File: src/rtl/data_mem_initiator.sv
// data_mem_initiator
//   Processor-side initiator for a word-addressable synchronous data memory.
//   Accepts one LW/SW/LDW/SDW request at a time, sequences the memory
//   controls, captures the one-cycle-delayed read data and returns a
//   single-cycle completion pulse.
// Ports:
//   clk_i, rst_ni            clock, asynchronous active-low reset
//   req_*_i / req_ready_o    request handshake (wr, dbl, addr, wdata0/1)
//   resp_*_o                 completion pulse, error flag, loaded words
//   mem_*_o / mem_data_out_i memory control, address, write and read data
module data_mem_initiator #(
    parameter int unsigned MemDepth = 1024
) (
    input  logic        clk_i,
    input  logic        rst_ni,
    input  logic        req_valid_i,
    output logic        req_ready_o,
    input  logic        req_wr_i,
    input  logic        req_dbl_i,
    input  logic [31:0] req_addr_i,
    input  logic [31:0] req_wdata0_i,
    input  logic [31:0] req_wdata1_i,
    output logic        resp_valid_o,
    output logic        resp_err_o,
    output logic [31:0] resp_rdata0_o,
    output logic [31:0] resp_rdata1_o,
    output logic        mem_en_o,
    output logic        mem_mem_rd_o,
    output logic        mem_mem_wr_o,
    output logic        mem_ldw_sdw_o,
    output logic        mem_second_cycle_o,
    output logic [31:0] mem_address_o,
    output logic [31:0] mem_data_in_o,
    input  logic [31:0] mem_data_out_i
);

    typedef enum logic [2:0] {StIdle, StAcc0, StAcc1, StCap, StDone} state_e;

    // 33-bit compare so 32'hFFFFFFFF cannot wrap past the limit.
    localparam logic [32:0] Depth33 = 33'(MemDepth);

    state_e      state_q, state_d;
    logic        wr_q, wr_d;
    logic        dbl_q, dbl_d;
    logic        err_q, err_d;
    logic [31:0] wdata1_q, wdata1_d;
    // Memory address/data are separate registers so they only change when an
    // access is actually issued; errored requests leave them untouched.
    logic [31:0] mem_addr_q, mem_addr_d;
    logic [31:0] mem_wdata_q, mem_wdata_d;
    logic [31:0] rdata0_q, rdata0_d;
    logic [31:0] rdata1_q, rdata1_d;

    logic [32:0] addr_ext;
    logic        out_of_range;

    assign addr_ext     = {1'b0, req_addr_i};
    assign out_of_range = (addr_ext >= Depth33) ||
                          (req_dbl_i && (addr_ext >= (Depth33 - 33'd1)));

    always_ff @(posedge clk_i or negedge rst_ni) begin
        if (!rst_ni) begin
            state_q     <= StIdle;
            wr_q        <= 1'b0;
            dbl_q       <= 1'b0;
            err_q       <= 1'b0;
            wdata1_q    <= '0;
            mem_addr_q  <= '0;
            mem_wdata_q <= '0;
            rdata0_q    <= '0;
            rdata1_q    <= '0;
        end else begin
            state_q     <= state_d;
            wr_q        <= wr_d;
            dbl_q       <= dbl_d;
            err_q       <= err_d;
            wdata1_q    <= wdata1_d;
            mem_addr_q  <= mem_addr_d;
            mem_wdata_q <= mem_wdata_d;
            rdata0_q    <= rdata0_d;
            rdata1_q    <= rdata1_d;
        end
    end

    always_comb begin
        state_d     = state_q;
        wr_d        = wr_q;
        dbl_d       = dbl_q;
        err_d       = err_q;
        wdata1_d    = wdata1_q;
        mem_addr_d  = mem_addr_q;
        mem_wdata_d = mem_wdata_q;
        rdata0_d    = rdata0_q;
        rdata1_d    = rdata1_q;

        unique case (state_q)
            StIdle: begin
                if (req_valid_i) begin
                    wr_d     = req_wr_i;
                    dbl_d    = req_dbl_i;
                    wdata1_d = req_wdata1_i;
                    err_d    = out_of_range;
                    if (out_of_range) begin
                        state_d = StDone;
                    end else begin
                        state_d     = StAcc0;
                        mem_addr_d  = req_addr_i;
                        mem_wdata_d = req_wdata0_i;
                    end
                end
            end
            StAcc0: begin
                if (dbl_q) begin
                    state_d     = StAcc1;
                    mem_wdata_d = wdata1_q;
                end else begin
                    state_d = wr_q ? StDone : StCap;
                end
            end
            StAcc1: begin
                // First word of a double load arrives while the second is read.
                if (!wr_q) begin
                    rdata0_d = mem_data_out_i;
                end
                state_d = wr_q ? StDone : StCap;
            end
            StCap: begin
                if (dbl_q) begin
                    rdata1_d = mem_data_out_i;
                end else begin
                    rdata0_d = mem_data_out_i;
                end
                state_d = StDone;
            end
            StDone: begin
                state_d = StIdle;
            end
            default: begin
                state_d = StIdle;
            end
        endcase
    end

    logic accessing;

    always_comb begin
        accessing          = (state_q == StAcc0) || (state_q == StAcc1);
        req_ready_o        = (state_q == StIdle);
        resp_valid_o       = (state_q == StDone);
        resp_err_o         = (state_q == StDone) && err_q;
        mem_en_o           = accessing;
        mem_mem_rd_o       = accessing && !wr_q;
        mem_mem_wr_o       = accessing && wr_q;
        mem_ldw_sdw_o      = accessing && dbl_q;
        mem_second_cycle_o = (state_q == StAcc1);
    end

    assign mem_address_o = mem_addr_q;
    assign mem_data_in_o = mem_wdata_q;
    assign resp_rdata0_o = rdata0_q;
    assign resp_rdata1_o = rdata1_q;

endmodule
File: config.mk
export PLATFORM = sky130hd
export DESIGN_NAME = data_mem_initiator
export DESIGN_NICKNAME = d
export VERILOG_FILES = /design/src/rtl/data_mem_initiator.sv
export SDC_FILE = /design/constraint.sdc
export NUM_CORES = 1
export LEC_CHECK = 0
export ABC_AREA = 0
export CAP_MARGIN = 5
export CORE_ASPECT_RATIO = 0.5
export CORE_UTILIZATION = 48
export CTS_CLUSTER_SIZE = 24
export DETAILED_ROUTE_END_ITERATION = 16
export GPL_TIMING_DRIVEN = 1
export HOLD_SLACK_MARGIN = 0.02
export MAX_ROUTING_LAYER = met4
export PLACE_DENSITY = 0.86
export SYNTH_ARGS = -nofsm -noshare
export SYNTH_HDL_FRONTEND = slang
export SYNTH_SLANG_ARGS = --single-unit
File: constraint.sdc
create_clock -name clk_i -period 6.2 [get_ports clk_i]
set_input_delay 1.24 -clock clk_i [delete_from_list [all_inputs] [get_ports clk_i]]
set_output_delay 1.24 -clock clk_i [all_outputs]
set_load 0.05 [all_outputs]
==> Implementation_results.wiki <==
{| class="wikitable"
! Metric !! Value
|-
| Status || complete, no violations
|-
| Type of destination of the critical path || output port
|-
| Average cell area after synthesis || 12.1 sq um
|-
| Clock Pin Slew Worst Setup and Hold Paths || 70 ps
|-
| Number of global-route vias before repair || 5843
|-
| Cell count after synthesis || 584
|-
| CTS tree || done
|-
| Hold path start || wdata1_q[20]
|-
| Overall track demand over capacity in global routing || 26.1%
|-
| Worst-case clock skew || 13.8 ps
|-
| Proportion of layout cells with a drive suffix above 1 || 17.4%
|-
| Sum of negative setup slack || 0 ps
|-
| Highest cell delay on the worst timing path || 830 ps
|-
| Power Density || 390 nW/um^2
|-
| Endpoint of the worst-slack reg-to-reg timing path || mem_address_o[5]
|-
| Die width || 174 um
|-
| Kind of cell adding the most delay to the critical path || buffers and inverters
|-
| Multi-input combinational cell area || 2710 sq um
|-
| EDFF count, synth || 0
|-
| Grt ovf || 0
|-
| Largest net degree at the start of global routing || 97
|-
| Reg area || 4150 sq um
|-
| Sequential share of the synthesized area || 58.7%
|-
| Total placed cells including tap cells || 1005
|-
| Ports || 269
|-
| Area of the core || 14000 sq um
|-
| Number of violations of the max-capacitance limit || 0
|-
| Relative contribution of sequential cells to total power || 36.6%
|-
| Max VDD drop || 277 uV
|-
| Cell area after layout || 10400 sq um
|-
| Fin nets || 965
|-
| Share of total power in the clock network || 26.4%
|-
| Post-detailed-placement cell area || 9850 sq um
|-
| H-tree levels || 4
|-
| CP most frequent cell || sky130_fd_sc_hd__nor2b_1
|-
| Top library cells by usage in the layout, fill and taps aside || 267 x sky130_fd_sc_hd__clkdlybuf4s50_1, 166 x sky130_fd_sc_hd__dfrtp_1, 104 x sky130_fd_sc_hd__nand2_1
|-
| Achievable frequency || 0.256 GHz
|-
| Async S/R FF share, synth || 100%
|-
| Worst Path Max Fanout || 10
|-
| Arrival time worst endpoint || 2670 ps
|-
| Initial antenna violation count || 0
|-
| Final standard cell count with taps included and fillers excluded || 1036
|-
| Core Rows || 30
|-
| Tightest slew margin relative to the limit || 16.2%
|-
| Predominant post-synthesis flop cell || sky130_fd_sc_hd__dfrtp_1
|-
| Logic gate share of total power || 36.9%
|-
| Reg-to-reg slack, setup || 3210 ps
|-
| Min-Delay Path Class || reg2reg
|-
| Global-route wire length before repair || 29700 um
|-
| Clock latency on the worst-skew pair || 420 ps
|-
| Lkg Pwr || 0.00447 uW
|-
| Cell with the largest stage delay on the worst path || sky130_fd_sc_hd__clkdlybuf4s50_1
|-
| Synthesis-stage register bit count || 166
|-
| Number of vias in the routed layout || 5521
|-
| Net switching power figure || 1580 uW
|-
| Cells taking the most area after synthesis || sky130_fd_sc_hd__dfrtp_1 59%, sky130_fd_sc_hd__mux2_2 11%, sky130_fd_sc_hd__nand2_1 5.5%
|-
| Hpwl dp || 13300 um
|-
| Start of the worst register-to-register path || state_q[2]
|-
| DR DRC count || 0
|-
| Tightest Pin Transition || 1260 ps
|-
| Final hold violations || 0
|-
| Sequence of cells on the critical path || nor2b_1 > nor2b_1 > nor2_1 > nor2b_1 > clkdlybuf4s50_1
|-
| Detailed-routing iteration count for the pre-antenna-repair pass || 4
|-
| Worst Path Class, Setup || reg2out
|-
| Post-Syn Area || 7080 sq um
|-
| Post-layout minimum cycle time || 3910 ps
|-
| Leading cell type in the layout, fill and taps excluded || sky130_fd_sc_hd__clkdlybuf4s50_1
|-
| Sw frac || 38.7%
|-
| Final weighted congestion of routability-driven global placement || 0.861
|-
| Fill cell count || 935
|-
| Pins over their slew limit || 0
|-
| Net count after synthesis || 717
|-
| Count of buffering cells on the critical path with inverters included || 1
|-
| R2R depth || 3
|-
| Internal Power || 2500 uW
|-
| Routed wire length || 19200 um
|-
| Buffer depth of the longest clock path || 2
|-
| Final ANT Viol Nets || 0
|-
| Total Die Area || 15300 sq um
|-
| Root cell of the clock tree || sky130_fd_sc_hd__clkbuf_16
|-
| Num Clock Sinks || 166
|-
| Die height || 87.9 um
|-
| Final worst-path cycle share || 63.0%
|-
| Endpoint of the worst hold-timing path || wdata1_q[20]
|-
| Number of buffers added to fix hold violations after cts || 0
|-
| Resized cells post-CTS || 0
|-
| Detailed Route Iter0 Violations || 342
|-
| Distinct cells, synth || 37
|-
| Antenna diode count || 0
|-
| Unrepaired setup endpoints after global routing || false
|-
| Total clock buffers created by CTS || 17
|-
| Routed wire per std cell || 18.5 um
|-
| IO Port Bufs || 268
|-
| Area share of the largest cell type after synthesis || 58.7%
|-
| Initial Util || 50.7%
|-
| Post-CTS setup repair buffer count || 0
|-
| CP Launch Type || flip-flop
|-
| Required @ worst endpoint || 4960 ps
|-
| Cell taking the most area after synthesis || sky130_fd_sc_hd__dfrtp_1
|-
| Hold path depth || 2
|-
| Number of setup violations in the final report || 0
|-
| Layout-stage area growth over the synthesis result || 47.5%
|-
| Synthesis Warnings || 0
|-
| Vias/cell || 5.33
|}
-- registers in the layout, summed over array words and instances, names as in the netlist --
signal	count
resp_rdata0_o	32
mem_address_o	32
wdata1_q	32
wr_q	1
mem_data_in_o	32
dbl_q	1
resp_rdata1_o	32
err_q	1
state_q	3
-- cells in the mapped netlist (all sizes together) (2+ instances only) --
| master | n |
|---|---|
| nor4 | 4 |
| o21bai | 2 |
| nand4 | 4 |
| and2 | 23 |
| a311oi | 32 |
| nor2b | 38 |
| nor2 | 3 |
| nand3 | 2 |
| o21ai | 2 |
| clkbuf | 20 |
| nor3b | 2 |
| a211oi | 32 |
| buf | 27 |
| dfrtp | 166 |
| inv | 2 |
| or3 | 2 |
| a21oi | 33 |
| mux2 | 74 |
| nand2 | 104 |
-- how the worst max path moves through the flow --
stage | start | end | slack (ps) | depth (start not counted)
finish | state_q[1] | mem_ldw_sdw_o | 2290 | 5
detailed placement | req_addr_i[6] | mem_address_o[5] | 1920 | 5
CTS | state_q[1] | mem_ldw_sdw_o | 2270 | 5
global placement | req_addr_i[4] | mem_address_o[3] | 1970 | 5
global route | state_q[1] | mem_ldw_sdw_o | 2140 | 5
floorplan | state_q[2] | mem_ldw_sdw_o | 2550 | 5
-- area by class of cell --
type / instances / area share [%]
multi-input cells: 369 / 25.9
well taps: 192 / 2.30
inverters: 2 / 0.0719
repair buffers: 276 / 26.3
clock buffers: 19 / 4.34
clock inverters: 12 / 1.35
flip-flops and latches: 166 / 39.8
-- power groups by stage --
stage	Sequential [uW]	Combinational [uW]	Clock [uW]
6_report	1490	1500	1080
5_1_grt	1520	1570	1140
4_1_cts	1490	1510	1090
3_5_place_dp	1510	1500	0
3_3_place_gp	1490	1480	0
2_1_floorplan	2020	427	0
-- worst register-to-register path: cells and delay by family (launching register included) --
family | cells | cell delay [ps]
muxes | 1 | 600
and+or+nand+nor | 2 | 1760
DFF | 1 | 520
-- routing by layer --
| metal | global-route usage (%) | wire length (um) | part of all wire, % |
|---|---|---|---|
| met5 | - | 0 | 0 |
| met4 | 11.1 | 544 | 2.8 |
| met3 | 6.12 | 940 | 4.9 |
| met2 | 45.3 | 9960 | 52 |
| met1 | 29.5 | 7770 | 40 |
-- per-stage QoR --
stage	total power [uW]	utilization [%]	setup slack (ps)	hold slack [ps]
global route	4230	74.8	2140	497
finish	4070	74.8	2290	477
floorplan	2450	-	2550	445
CTS	4090	74.8	2270	481
global placement	2970	70.5	1970	458
detailed placement	3010	70.5	1920	463
-- logic make-up after synthesis --
family                 Yosys count  share of synthesized area [%]
DFF                            166                           58.7
AOI/OAI and AO/OA              105                           12.3
buffers and inverters           49                           3.50
muxes                           75                           11.9
and+or+nand+nor                189                           13.6
Power figures use the tool's default switching activity.
